[config.mk]
export PLATFORM = sky130hd
export DESIGN_NAME = clip_sequencer
export DESIGN_NICKNAME = d
export VERILOG_FILES = /design/src/rtl/clip_sequencer.sv
export SDC_FILE = /design/constraint.sdc
export NUM_CORES = 1
export LEC_CHECK = 0
export ABC_AREA = 1
export CELL_PAD_IN_SITES_DETAIL_PLACEMENT = 1
export CELL_PAD_IN_SITES_GLOBAL_PLACEMENT = 1
export CORE_AREA = 2 2 229 231
export CTS_CLUSTER_SIZE = 12
export DETAILED_ROUTE_END_ITERATION = 12
export DIE_AREA = 0 0 231 233
export PLACE_DENSITY = 0.77
export SKIP_LAST_GASP = 1
export SYNTH_ARGS = -nofsm -noshare
export SYNTH_HDL_FRONTEND = slang
export SYNTH_SLANG_ARGS = --single-unit
[constraint.sdc]
create_clock -name clock -period 6.5 [get_ports clock]
set_clock_uncertainty 0.15 [all_clocks]
set_input_delay 1.3 -clock clock [delete_from_list [all_inputs] [get_ports clock]]
set_output_delay 1.3 -clock clock [all_outputs]
set_load 0.02 [all_outputs]
[src/rtl/clip_sequencer.sv]
// clip_sequencer: arbitrates flash_manager traffic between USB recording and clip playback.
// Holds a clip table, prefetches playback words into a small FIFO and hands one sample to
// the AC97 on each ready strobe.
module clip_sequencer #(
    parameter int unsigned ADDR_W     = 23,
    parameter int unsigned FIFO_DEPTH = 8,
    parameter int unsigned NCLIPS     = 4
) (
    input  logic                       clock,
    input  logic                       reset,
    input  logic                       ready,
    input  logic                       cfg_we,
    input  logic [$clog2(NCLIPS)-1:0]  cfg_sel,
    input  logic [ADDR_W-1:0]          cfg_start,
    input  logic [ADDR_W-1:0]          cfg_len,
    input  logic                       play_req,
    input  logic [$clog2(NCLIPS)-1:0]  play_sel,
    input  logic                       stop,
    input  logic                       record_en,
    input  logic [7:0]                 wr_byte,
    input  logic                       wr_valid,
    output logic [7:0]                 to_ac97_data,
    output logic                       playing,
    output logic                       underrun,
    output logic                       wr_overflow,
    output logic                       fm_writemode,
    output logic [15:0]                fm_wdata,
    output logic                       fm_dowrite,
    output logic [ADDR_W-1:0]          fm_raddr,
    output logic                       fm_doread,
    input  logic                       fm_busy,
    input  logic [15:0]                fm_frdata
);

    localparam int unsigned PtrW = $clog2(FIFO_DEPTH);
    localparam int unsigned CntW = PtrW + 1;
    localparam logic [CntW-1:0] FullC = CntW'(FIFO_DEPTH);

    typedef enum logic [2:0] {
        StIdle,
        StPlay,
        StDrain,
        StRecEnter,
        StRec,
        StRecExit
    } state_e;

    state_e state_q, state_d;

    logic [ADDR_W-1:0] tab_start_q [NCLIPS];
    logic [ADDR_W-1:0] tab_len_q   [NCLIPS];

    logic [ADDR_W-1:0] fetch_addr_q, fetch_cnt_q, play_cnt_q, raddr_q;
    logic [ADDR_W-1:0] pend_start_q, pend_len_q;
    logic              pend_play_q;
    logic              rd_out_q, busy_q;
    logic [7:0]        fifo_mem_q [FIFO_DEPTH];
    logic [PtrW-1:0]   wptr_q, rptr_q;
    logic [CntW-1:0]   count_q;
    logic [7:0]        ac97_q;
    logic              underrun_q, overflow_q;
    logic [15:0]       wdata_q;

    logic              req_ok, complete, rd_busy, abort;
    logic              do_issue, do_push, do_pop, last_pop, drain_play, do_load;
    logic [ADDR_W-1:0] req_start, req_len, load_start, load_len;
    logic              unused_frdata_lo;

    assign unused_frdata_lo = ^fm_frdata[7:0];

    assign req_start  = tab_start_q[play_sel];
    assign req_len    = tab_len_q[play_sel];
    assign req_ok     = play_req && (req_len != '0);
    // Read completion is the busy falling edge while a read is in flight.
    assign complete   = rd_out_q && busy_q && !fm_busy;
    // A read that will still be in flight after this cycle.
    assign rd_busy    = rd_out_q && !complete;
    assign abort      = (state_q == StPlay) && (stop || req_ok);
    assign do_issue   = (state_q == StPlay) && !abort && (fetch_cnt_q != '0) && !rd_out_q &&
                        !fm_busy && (count_q != FullC);
    assign do_push    = (state_q == StPlay) && !abort && complete;
    assign do_pop     = (state_q == StPlay) && !abort && ready && (count_q != '0);
    assign last_pop   = do_pop && (play_cnt_q == ADDR_W'(1));
    // What DRAIN does once the stale word lands: stop cancels, a fresh request replaces.
    assign drain_play = stop ? 1'b0 : (req_ok ? 1'b1 : pend_play_q);

    // Decide when a clip is (re)started and which table values it uses.
    always_comb begin
        do_load    = 1'b0;
        load_start = req_start;
        load_len   = req_len;
        case (state_q)
            StIdle:  do_load = !(record_en && !fm_busy) && req_ok;
            StPlay:  do_load = !stop && req_ok && !rd_busy;
            StDrain: begin
                do_load = complete && drain_play;
                if (stop || !req_ok) begin
                    load_start = pend_start_q;
                    load_len   = pend_len_q;
                end
            end
            default: ;
        endcase
    end

    // State register.
    always_ff @(posedge clock) begin
        if (reset) begin
            state_q <= StIdle;
        end else begin
            state_q <= state_d;
        end
    end

    // Next-state logic.
    always_comb begin
        state_d = state_q;
        case (state_q)
            StIdle: begin
                if (record_en && !fm_busy) begin
                    state_d = StRecEnter;
                end else if (req_ok) begin
                    state_d = StPlay;
                end
            end
            StPlay: begin
                if (stop) begin
                    state_d = rd_busy ? StDrain : StIdle;
                end else if (req_ok) begin
                    state_d = rd_busy ? StDrain : StPlay;
                end else if (last_pop) begin
                    state_d = StIdle;
                end
            end
            StDrain: begin
                if (complete) begin
                    state_d = drain_play ? StPlay : StIdle;
                end
            end
            StRecEnter: state_d = StRec;
            StRec: begin
                if (!record_en) begin
                    state_d = StRecExit;
                end
            end
            StRecExit: begin
                if (!fm_busy) begin
                    state_d = StIdle;
                end
            end
            default: state_d = StIdle;
        endcase
    end

    // Outputs; strobes are combinational so they can never coincide with busy.
    always_comb begin
        fm_writemode = (state_q == StRecEnter) || (state_q == StRec) || (state_q == StRecExit);
        fm_doread    = do_issue;
        fm_raddr     = do_issue ? fetch_addr_q : raddr_q;
        fm_dowrite   = (state_q == StRec) && wr_valid && !fm_busy;
        fm_wdata     = fm_dowrite ? {wr_byte, 8'h00} : wdata_q;
        playing      = (state_q == StPlay);
        to_ac97_data = ac97_q;
        underrun     = underrun_q;
        wr_overflow  = overflow_q;
    end

    // Prefetch FIFO storage.
    always_ff @(posedge clock) begin
        if (do_push) begin
            fifo_mem_q[wptr_q] <= fm_frdata[15:8];
        end
    end

    // Clip table, fetch/play counters, FIFO pointers, sample output and record status.
    always_ff @(posedge clock) begin
        if (reset) begin
            for (int unsigned i = 0; i < NCLIPS; i++) begin
                tab_start_q[i] <= '0;
                tab_len_q[i]   <= '0;
            end
            fetch_addr_q <= '0;
            fetch_cnt_q  <= '0;
            play_cnt_q   <= '0;
            raddr_q      <= '0;
            pend_start_q <= '0;
            pend_len_q   <= '0;
            pend_play_q  <= 1'b0;
            rd_out_q     <= 1'b0;
            busy_q       <= 1'b0;
            wptr_q       <= '0;
            rptr_q       <= '0;
            count_q      <= '0;
            ac97_q       <= 8'h00;
            underrun_q   <= 1'b0;
            overflow_q   <= 1'b0;
            wdata_q      <= 16'h0000;
        end else begin
            if (cfg_we) begin
                tab_start_q[cfg_sel] <= cfg_start;
                tab_len_q[cfg_sel]   <= cfg_len;
            end
            busy_q <= fm_busy;

            if (do_issue) begin
                rd_out_q     <= 1'b1;
                raddr_q      <= fetch_addr_q;
                fetch_addr_q <= fetch_addr_q + ADDR_W'(1);
                fetch_cnt_q  <= fetch_cnt_q - ADDR_W'(1);
            end else if (complete) begin
                rd_out_q <= 1'b0;
            end

            if (do_push) begin
                wptr_q <= wptr_q + PtrW'(1);
            end

            underrun_q <= 1'b0;
            if (do_pop) begin
                ac97_q     <= fifo_mem_q[rptr_q];
                rptr_q     <= rptr_q + PtrW'(1);
                play_cnt_q <= play_cnt_q - ADDR_W'(1);
            end else if (ready && !abort) begin
                // Empty FIFO while playing is an underrun; outside playback the output rests.
                ac97_q     <= 8'h00;
                underrun_q <= (state_q == StPlay);
            end

            case ({do_push, do_pop})
                2'b10:   count_q <= count_q + CntW'(1);
                2'b01:   count_q <= count_q - CntW'(1);
                default: ;
            endcase

            // Remember what to do after the in-flight word has been discarded.
            if (abort && rd_busy) begin
                pend_play_q  <= !stop;
                pend_start_q <= req_start;
                pend_len_q   <= req_len;
            end else if (state_q == StDrain) begin
                if (stop) begin
                    pend_play_q <= 1'b0;
                end else if (req_ok) begin
                    pend_play_q  <= 1'b1;
                    pend_start_q <= req_start;
                    pend_len_q   <= req_len;
                end
            end

            if (do_load) begin
                fetch_addr_q <= load_start;
                fetch_cnt_q  <= load_len;
                play_cnt_q   <= load_len;
                wptr_q       <= '0;
                rptr_q       <= '0;
                count_q      <= '0;
            end

            if (fm_dowrite) begin
                wdata_q <= {wr_byte, 8'h00};
            end
            if ((state_q == StRec) && wr_valid && fm_busy) begin
                overflow_q <= 1'b1;
            end
        end
    end

endmodule

==> results.toml, run 1 <==
[pwr]
vdd_drop_max_uv = 216.9
p_switching_w = 0.002682
seqPwrFrac_pct = 41.7
pwr-share-clk_pct = 32.6
swShare_pct = 33.10
total_power_w = 0.008104
internal_power_w = 0.005422
p_comb_share_pct = 25.7
cellLeakagePower_nw = 9.789
powerDensity_nw_per_um2 = 342.3

[setup_path]
cp_common_cell = "nand2_1"
crit_chain = "clkdlybuf4s50_1, buf_4, buf_4, nand3_1, nand2_1, nand2_1, inv_1, nand2_1, nor2_2, nand2_4, nand2_8, nand4_4, nor2_1, inv_1, nand2_1, clkdlybuf4s50_1"
path_class = "in2out"
critPathArrivalTime_ns = 4.73
critPathMaxFanout = 27
slowest_stage = "clkdlybuf4s50_1"
critical-path-max-stage-delay_ns = 0.65
endpoint_kind = "output pin"
crit_path_start_kind = "input port"
required_ns = 5.05

[placed_design]
portBuffers = 127
place_congestion = 0.8169
placedCellCount = 3149
hpwlAfterDp_um = 36650

[yosys]
yosysWarnings = 0
synth-async-reset-ratio_pct = 0
synth_area_um2 = 20410
synth-seq-area-share_pct = 54.45
synthFlopType = "edfxtp_1"
syn_avg_cell_area_um2 = 8.356
syn-num-nets = 2535
synth_edf_count = 248
netlist_instances = 2442
synth.distinct_cells = 49
synth_seq_cells = 431

[clock_network]
cts_sinks = 431
clockRootBuffer = "clkbuf_16"
cts_tree = "built"
cts_max_path_buffers = 3
clkTransAtPathRegs_ns = 0.05
postCtsHoldBufs = 0
clkLatencyLatePin_ns = 0.60
cts_setup_buffers = 0
cts_resized = 0
ctsHtreeMaxLevel = 2
numCtsBuffers = 48

[final_layout]
utilization_pct = 46.33
diodes = 0
final_nets = 2612
finalNonFillerCells = 3239
drive_gt1_share_pct = 6.565
areaGrowthSynthToFinish_pct = 16.01

[timing]
setup_viol = 0
maxSlewHeadroom_pct = 30.72
maxSlewViolCount = 0
hold_viol_final = 0
post-route-min-period_ns = 6.181
timing.setup.tns_ns = 0
rsz0062_at_grt = "no"
fin_crit_sh_pct = 95.09
fmax_ghz = 0.1618
tightestPinTransition_ns = 1.036

[grt]
grt-ovfl-total = 0
grt_pass1_vias = 17200
grt_first_pass_wirelength_um = 90670
grt_usage_pct = 21.08
grt_max_degree = 95
antenna_found_initial = 0

[floorplanning]
rows = 83
dieArea_um2 = 53820
core_region_area_um2 = 51090
die_y_um = 233
die_w_um = 231
ioPinCount = 136
start_util_pct = 39.94

[route]
avgRoutedWirePerCell_um = 17.53
first_pass_iters = 5
antenna_left = 0
num_vias = 16590
first_iter_violations = 936
drt_wl_total_um = 56790
avgViaCountPerCell = 5.122
drc = 0

[flow_run]
maxCapViolCount = 0

[worst_hold_path]
hp-class = "reg2reg"

[run_status]
status = "complete, no violations"
-- critical path, delay by kind of cell --
kind                   cells  cell delay [ns]
buffers and inverters      6             2.02
and+or+nand+nor           10             1.38
-- Yosys cell counts, types with 2 or more instances --
library cell | number | share of area, %
o21ai_0 | 171 | 4.2
a211oi_1 | 33 | 1.2
edfxtp_1 | 248 | 36
nand2_2 | 4 | 0.12
buf_1 | 6 | 0.11
inv_2 | 5 | 0.092
nor4_1 | 5 | 0.15
xnor2_1 | 9 | 0.39
nor2_2 | 3 | 0.092
and3_1 | 2 | 0.061
nand4_1 | 7 | 0.21
a21oi_1 | 113 | 2.8
nor2_1 | 433 | 8.0
ha_1 | 10 | 0.61
inv_1 | 247 | 4.5
nand3_2 | 3 | 0.15
clkbuf_1 | 70 | 1.3
buf_2 | 36 | 0.88
a21oi_2 | 12 | 0.52
a32o_1 | 9 | 0.44
nor3_1 | 23 | 0.56
or2_2 | 11 | 0.34
buf_6 | 11 | 0.61
o22ai_1 | 31 | 0.95
nand3_1 | 118 | 2.9
xor2_1 | 48 | 2.1
or2_1 | 2 | 0.061
nor2_4 | 3 | 0.17
nor3_2 | 6 | 0.29
o21ai_1 | 18 | 0.44
dfxtp_1 | 183 | 18
nand2_1 | 531 | 9.8
o211ai_2 | 7 | 0.43
buf_4 | 9 | 0.33
-- state kept, by name (all words and copies together) (netlist names), named ones only --
name / flops
pend_start_q: 23
raddr_q: 23
wr_overflow: 1
count_q: 4
underrun: 1
state_q: 3
play_cnt_q: 23
fetch_addr_q: 23
fetch_cnt_q: 23
fifo_mem_q: 64
wdata_q: 16
rptr_q: 3
pend_play_q: 1
to_ac97_data: 8
rd_out_q: 1
tab_start_q: 92
wptr_q: 3
tab_len_q: 92
pend_len_q: 23
busy_q: 1
-- power by group through the flow --
stage	clock network, W	logic, W	registers [W]
2_1_floorplan	0	0.00152	0.00338
3_3_place_gp	0	0.00199	0.00342
3_5_place_dp	0	0.00207	0.00343
4_1_cts	0.00271	0.00210	0.00338
5_1_grt	0.00281	0.00237	0.00342
6_report	0.00264	0.00208	0.00338
-- metrics by stage --
stage	area [µm²]	hold slack (ns)	setup WS, ns
2_1_floorplan	20410	0.2746	1.909
3_3_place_gp	22160	0.2838	0.3256
3_5_place_dp	22160	0.2931	0.2720
4_1_cts	23670	0.3026	0.2535
5_1_grt	23670	0.3200	0.06007
6_report	23670	0.3005	0.3192
-- cell families after synthesis --
logic type	share of synthesized area [%]
fa+ha+maj	0.6132
buf+inv	8.002
simple gates	23.30
xor+xnor	2.447
compound gates	11.19
flops	54.45
-- cell type report --
type / instances / area (µm²)
well taps: 680 / 850.8
repair buffers: 160 / 1559
fillers: 6021 / 27420
inverters: 254 / 955.9
multi-input cells: 1624 / 7682
clock buffers: 73 / 1325
clock inverters: 17 / 188.9
flip-flops and latches: 431 / 11110
-- worst paths after layout --
kind | startpoint | endpoint | slack (ns) | cells after the start
max reg2reg | fetch_cnt_q[13] | fetch_addr_q[7] | 2.67 | 13
min | wdata_q[7] | wdata_q[7] | 0.30 | 2
min reg2reg | wdata_q[7] | wdata_q[7] | 0.30 | 2
max | play_sel[1] | fm_raddr[0] | 0.32 | 16
-- layer usage --
layer  vias up  GRT usage (%)  share of wire, %
met1      8068          27.39                45
met3        89          3.223               4.5
li1       8110              -                 -
met4         0          5.222               1.6
met5         -              0                 0
met2       324          36.72                49
-- cell usage in the layout, fill, tap and decap left out, types with 3 or more instances in the layout --
cell             instances
nand3_2                  4
dfxtp_1                183
clkdlybuf4s50_1        125
a211oi_1                33
nor2_1                 433
nand2_2                 10
nand3_1                117
nand2_1                525
o21ai_1                 18
a21oi_2                 12
or2_2                   11
bufinv_16                3
nand4_1                  7
inv_2                    6
nor2_2                   3
buf_4                   29
nor3_1                  23
nor3_2                   6
nor2_4                   3
a32o_1                   9
buf_12                   4
o21ai_0                171
clkbuf_1                22
clkinv_2                 7
ha_1                    10
clkbuf_16               48
nor4_1                   5
clkbuf_8                 3
a21oi_1                113
xor2_1                  48
inv_1                  246
xnor2_1                  9
clkinv_1                 4
o211ai_2                 7
edfxtp_1               248
o22ai_1                 31
Power figures use the tool's default switching activity.
==> run 2, diff against run 1 <==
Settings changed: ABC_AREA 1 to default, CORE_AREA 2 2 229 231 to 2 2 223 225, DIE_AREA 0 0 231 233 to 0 0 225 227, PLACE_DENSITY 0.77 to 0.73.
==> run 2 against run 1 <==
  * Total power down 18%
  * Area after synthesis decreased by 5.7%
  * Wire length decreased by 12%
  * Synthesized cell count shrank 35%
  * Fmax barely moved
  * Critical path depth fell by 6
  * Sequential power shrank 5.9%
  * Flip-flop and latch count did not move
  * Count of clock-buffer cells in the layout is 3 lower
  * Sequential share of layout area up 2.0 points
  * Critical path type unchanged
  * Critical endpoint is now fm_raddr[21]
  * Largest cell class unchanged
==> results.toml, run 2 <==
[route]
antenna_left = 0
drc = 0
first_iter_violations = 817
num_vias = 12980
drt_wl_total_um = 50240
first_pass_iters = 4
avgRoutedWirePerCell_um = 21.31
avgViaCountPerCell = 5.504

[timing]
tightestPinTransition_ns = 1.119
rsz0062_at_grt = "no"
fmax_ghz = 0.1617
worst_hold_slack_ns = 0.3046
post-route-min-period_ns = 6.183
setup_viol = 0
hold_viol_final = 0
timing.setup.tns_ns = 0
maxSlewViolCount = 0
fin_crit_sh_pct = 95.12
maxSlewHeadroom_pct = 25.28

[yosys]
synthFlopType = "edfxtp_1"
syn-num-nets = 1682
yosysWarnings = 0
netlist_instances = 1589
synth_most_common_cell = "edfxtp_1"
synth-seq-area-share_pct = 57.76
synth_area_leader_cell = "edfxtp_1"
synth_commonest_cells = "edfxtp_1 (248), and2_1 (226), dfxtp_1 (183)"
yosys.area.top_type_share_pct = 38.71
synth_edf_count = 248
synth_seq_cells = 431
synth_area_um2 = 19240
synth-async-reset-ratio_pct = 0
synth_area_leaders = "edfxtp_1 (39%), dfxtp_1 (19%), and2_1 (7.4%)"
syn_avg_cell_area_um2 = 12.11
synth.distinct_cells = 75

[placed_design]
hpwlAfterDp_um = 33790
portBuffers = 127
place_congestion = 0.8076

[grt]
grt-ovfl-total = 0
antenna_found_initial = 0
grt_pass1_vias = 13650
grt_usage_pct = 19.77
grt_max_degree = 91
grt_first_pass_wirelength_um = 78360

[final_layout]
drive_gt1_share_pct = 13.25
areaGrowthSynthToFinish_pct = 17.97
reg_top3 = "tab_len_q (92), tab_start_q (92), fifo_mem_q (64)"
fill_cells = 5024
diodes = 0
final_nets = 1792
final_common_cell = "edfxtp_1"
seq_area_um2 = 11110
layout_common_cells = "edfxtp_1 (248), and2_1 (226), dfxtp_1 (183)"
multi_input_area_um2 = 7627

[floorplanning]
die_w_um = 225
ioPinCount = 136
rows = 81
die_y_um = 227
dieArea_um2 = 51080
core_region_area_um2 = 48550
start_util_pct = 39.62

[clock_network]
ctsHtreeMaxLevel = 2
cts_sinks = 431
clkLatencyLatePin_ns = 0.58
cts_setup_buffers = 0
cts_max_path_buffers = 3
cts_tree = "built"
cts_resized = 0
numCtsBuffers = 47
clkTransAtPathRegs_ns = 0.05
postCtsHoldBufs = 0
clockRootBuffer = "clkbuf_16"

[worst_hold_path]
hp-class = "reg2reg"

[setup_path]
r2r_start = "tab_len_q[2][0]"
r2r_slack_ns = 2.25
crit_path_start_kind = "input port"
r2r_end = "count_q[2]"
endpoint_kind = "output pin"
required_ns = 5.05
path_class = "in2out"
crit_end = "fm_raddr[21]"
critPathArrivalTime_ns = 4.73
worst-r2r-cell-count = 14
critPathMaxFanout = 33
crit_start = "play_sel[0]"

[pwr]
vdd_drop_max_uv = 145.6
cellLeakagePower_nw = 7.774
powerDensity_nw_per_um2 = 291.2

[run_status]
status = "complete, no violations"

[flow_run]
maxCapViolCount = 0
==> run 2: cell types whose count changed in the layout (fill, tap and decap cells not counted), sizes merged, moves of 29 or more <==
cell / delta
nor2: -388
nand2: -367
inv: -246
and2: +226
o21ai: -177
nand3: -97
mux4: +62
a221oi: +39
a21oi: -34
nor4: +34
mux2: +29
==> run 2: per-stage QoR <==
| step | cell area, µm² | worst slack (ns) | util, % | power [W] | std cells |
|---|---|---|---|---|---|
| global placement | 21180 | 0.3250 | 43.63 | 0.004016 | 2272 |
| detailed placement | 21180 | 0.2393 | 43.63 | 0.004047 | 2272 |
| finish | 22690 | 0.3170 | 46.74 | 0.006608 | 2358 |
| global route | 22690 | 0.05442 | 46.74 | 0.006855 | 2358 |
| CTS | 22690 | 0.2437 | 46.74 | 0.006669 | 2358 |
| floorplan | 19240 | 1.280 | - | 0.003726 | 1589 |
==> run 2: worst min path at each step <==
stage | start | end | cells after the start
2_1_floorplan | pend_len_q[0] | pend_len_q[0] | 2
3_3_place_gp | pend_start_q[1] | pend_start_q[1] | 2
3_5_place_dp | pend_len_q[19] | pend_len_q[19] | 2
4_1_cts | pend_len_q[19] | pend_len_q[19] | 2
5_1_grt | pend_len_q[19] | pend_len_q[19] | 2
6_report | pend_start_q[5] | pend_start_q[5] | 2
==> run 2: cells by family (layout without fill, tap and decap cells) <==
family	after synthesis	in the layout	share of synthesized area, %
buf+inv	122	269	2.784
mux	115	115	10.23
fa+ha+maj	10	10	0.6504
flops	431	431	57.76
compound gates	214	214	7.513
xor+xnor	60	60	2.732
simple gates	637	637	18.34
==> run 2: routing by layer <==
metal  wire [µm]  track usage (%)  vias to the layer above
li1            -                -                     6076
met1       22530            26.16                     6514
met2       24400            33.79                      314
met3        2063            2.749                       74
met4        1251            6.088                        0
met5           0                0                        -
==> run 2: layout make-up <==
| class | count | area share [%] |
|---|---|---|
| Multi-Input combinational cell | 1036 | 33.61 |
| Tap cell | 622 | 3.430 |
| Clock buffer | 70 | 6.021 |
| Sequential cell | 431 | 48.96 |
| Clock inverter | 16 | 0.6451 |
| Timing Repair Buffer | 172 | 7.146 |
| Inverter | 11 | 0.1820 |
==> run 2: worst max-delay path: stages <==
cell and delay, ns:
buf_2 0.34, buf_4 0.45, mux4_2 0.63, nor4_2 0.27, nand2_1 0.16, o31ai_4 0.23, nand2_2 0.16, buf_12 0.21
mux2_1 0.39, clkdlybuf4s50_1 0.57
==> run 2: power by group <==
group / leakage (nW) / switching, W / total, W / internal [W]
combinational: 3.19 / 0.000500 / 0.000815 / 0.000315
clock: 0.738 / 0.00108 / 0.00261 / 0.00153
sequential: 3.85 / 0.000121 / 0.00318 / 0.00306
==> run 3, diff against run 2 <==
Settings changed: DONT_BUFFER_PORTS from default to 1, GPL_ROUTABILITY_DRIVEN from default to 0, HOLD_SLACK_MARGIN from default to 0.15, PLACE_DENSITY 0.73 to 0.68.
==> run 3 against run 2 <==
  * Core utilization down 3.0 points
  * Non-clock buffer count is 144 lower
  * Total power down 3.1%
  * Combinational power down 14%
  * Critical path type is now reg2out
  * Setup slack improved by 0.72 ns
  * Sequential power about the same
  * Sequential share of layout area increased by 3.4 points
  * Count of clock-buffer cells in the layout unchanged
  * Largest power group unchanged
  * Via count shrank 5.0%
  * Critical path depth fell by 2
  * Register-to-register slack lost 0.08 ns
==> results.toml, run 3 (synthesized netlist as in run 2, its figures left out) <==
[setup_path]
required_ns = 5.05
r2r_slack_ns = 2.17
crit_path_start_kind = "flip-flop"
path_class = "reg2out"
critPathMaxFanout = 9
worst-r2r-cell-count = 14
r2r_end = "count_q[2]"
r2r_start = "tab_len_q[3][8]"
critPathArrivalTime_ns = 4.01
endpoint_kind = "output pin"

[clock_network]
clockRootBuffer = "clkbuf_16"
cts_tree = "built"
ctsHtreeMaxLevel = 2
clkTransAtPathRegs_ns = 0.06
cts_max_path_buffers = 3
clkLatencyLatePin_ns = 0.57
cts_resized = 0
cts_setup_buffers = 0
cts_sinks = 431
postCtsHoldBufs = 0
numCtsBuffers = 47

[floorplanning]
rows = 81
die_y_um = 227
core_region_area_um2 = 48550
die_w_um = 225
ioPinCount = 136
dieArea_um2 = 51080
start_util_pct = 39.62

[grt]
grt_usage_pct = 19.47
antenna_found_initial = 0
grt_pass1_vias = 13070
grt_max_degree = 121
grt_first_pass_wirelength_um = 76710
grt-ovfl-total = 0

[final_layout]
diodes = 0
areaGrowthSynthToFinish_pct = 10.28
fill_cells = 5076
layout_common_cells = "edfxtp_1 (248), and2_1 (226), dfxtp_1 (183)"
utilization_pct = 43.70
drive_gt1_share_pct = 13.37
final_nets = 1648
final_common_cell = "edfxtp_1"
reg_top3 = "tab_len_q (92), tab_start_q (92), fifo_mem_q (64)"
finalNonFillerCells = 2215

[timing]
rsz0062_at_grt = "no"
fin_crit_sh_pct = 83.99
hold_viol_final = 0
setup_viol = 0
post-route-min-period_ns = 5.459
fmax_ghz = 0.1832
tightestPinTransition_ns = 1.145
worst_slack_ns = 1.041
maxSlewViolCount = 0
timing.setup.tns_ns = 0
maxSlewHeadroom_pct = 23.57

[pwr]
cellLeakagePower_nw = 7.182
powerDensity_nw_per_um2 = 301.9
total_power_w = 0.006404
vdd_drop_max_uv = 200.0

[placed_design]
placedCellCount = 2128
portBuffers = 0
hpwlAfterDp_um = 32460
post-place-ws_ns = 1.134

[route]
avgRoutedWirePerCell_um = 22.41
drc = 0
num_vias = 12330
first_iter_violations = 804
drt_wl_total_um = 49630
antenna_left = 0
first_pass_iters = 5
avgViaCountPerCell = 5.566

[worst_hold_path]
whs_path_depth = 2
hp-start = "pend_len_q[10]"
whs_endpoint = "pend_len_q[10]"
hp-class = "reg2reg"

[flow_run]
maxCapViolCount = 0

[run_status]
status = "complete, no violations"
## run 3: final cells by class
| cell class | instances | area (µm²) | area share (%) |
|---|---|---|---|
| tap | 622 | 778.2 | 3.669 |
| clock inverter | 17 | 120.1 | 0.5662 |
| inverter | 11 | 41.29 | 0.1946 |
| multi-input combinational | 1036 | 7630 | 35.97 |
| sequential | 431 | 11110 | 52.37 |
| clock buffer | 70 | 1324 | 6.240 |
| timing repair buffer | 28 | 210.2 | 0.9909 |
## run 3: routing by layer
layer,part of all wire (%),track usage (%),vias up
li1,-,-,5776
met1,44,25.15,6232
met2,49,32.92,248
met3,5.9,4.659,73
met4,1.9,5.148,0
met5,0,0,-
## run 3: metrics by stage
step	instance area, µm²	hold slack [ns]
2_1_floorplan	19240	0.2829
3_3_place_gp	19770	0.2869
3_5_place_dp	19770	0.2926
4_1_cts	21210	0.3014
5_1_grt	21210	0.3255
6_report	21210	0.3016
## run 3: report_power, final
part / switching (W) / internal [W] / total [W]
sequential: 0.000117 / 0.00306 / 0.00318
combinational: 0.000445 / 0.000258 / 0.000704
clock: 0.00107 / 0.00145 / 0.00252
total: 0.00164 / 0.00477 / 0.00640
## run 3: worst max path at each step
stage | startpoint | to | slack (ns)
5_1_grt | fetch_cnt_q[2] | fm_raddr[2] | 0.79
6_report | fetch_cnt_q[2] | fm_raddr[2] | 1.04
4_1_cts | fetch_cnt_q[2] | fm_raddr[2] | 1.00
3_3_place_gp | play_sel[0] | fm_raddr[2] | 1.19
2_1_floorplan | play_sel[1] | fm_raddr[10] | 1.28
3_5_place_dp | play_sel[0] | fm_raddr[2] | 1.13
## run 3: worst max-delay path, cell delays in order (launching register included)
cell	delay (ns)
dfxtp_1	0.37
or4_1	0.62
or3_1	0.49
o31ai_1	0.42
nor2_1	0.12
nand2_2	0.27
clkinv_1	0.61
nand2_1	0.30
nand2_1	0.25
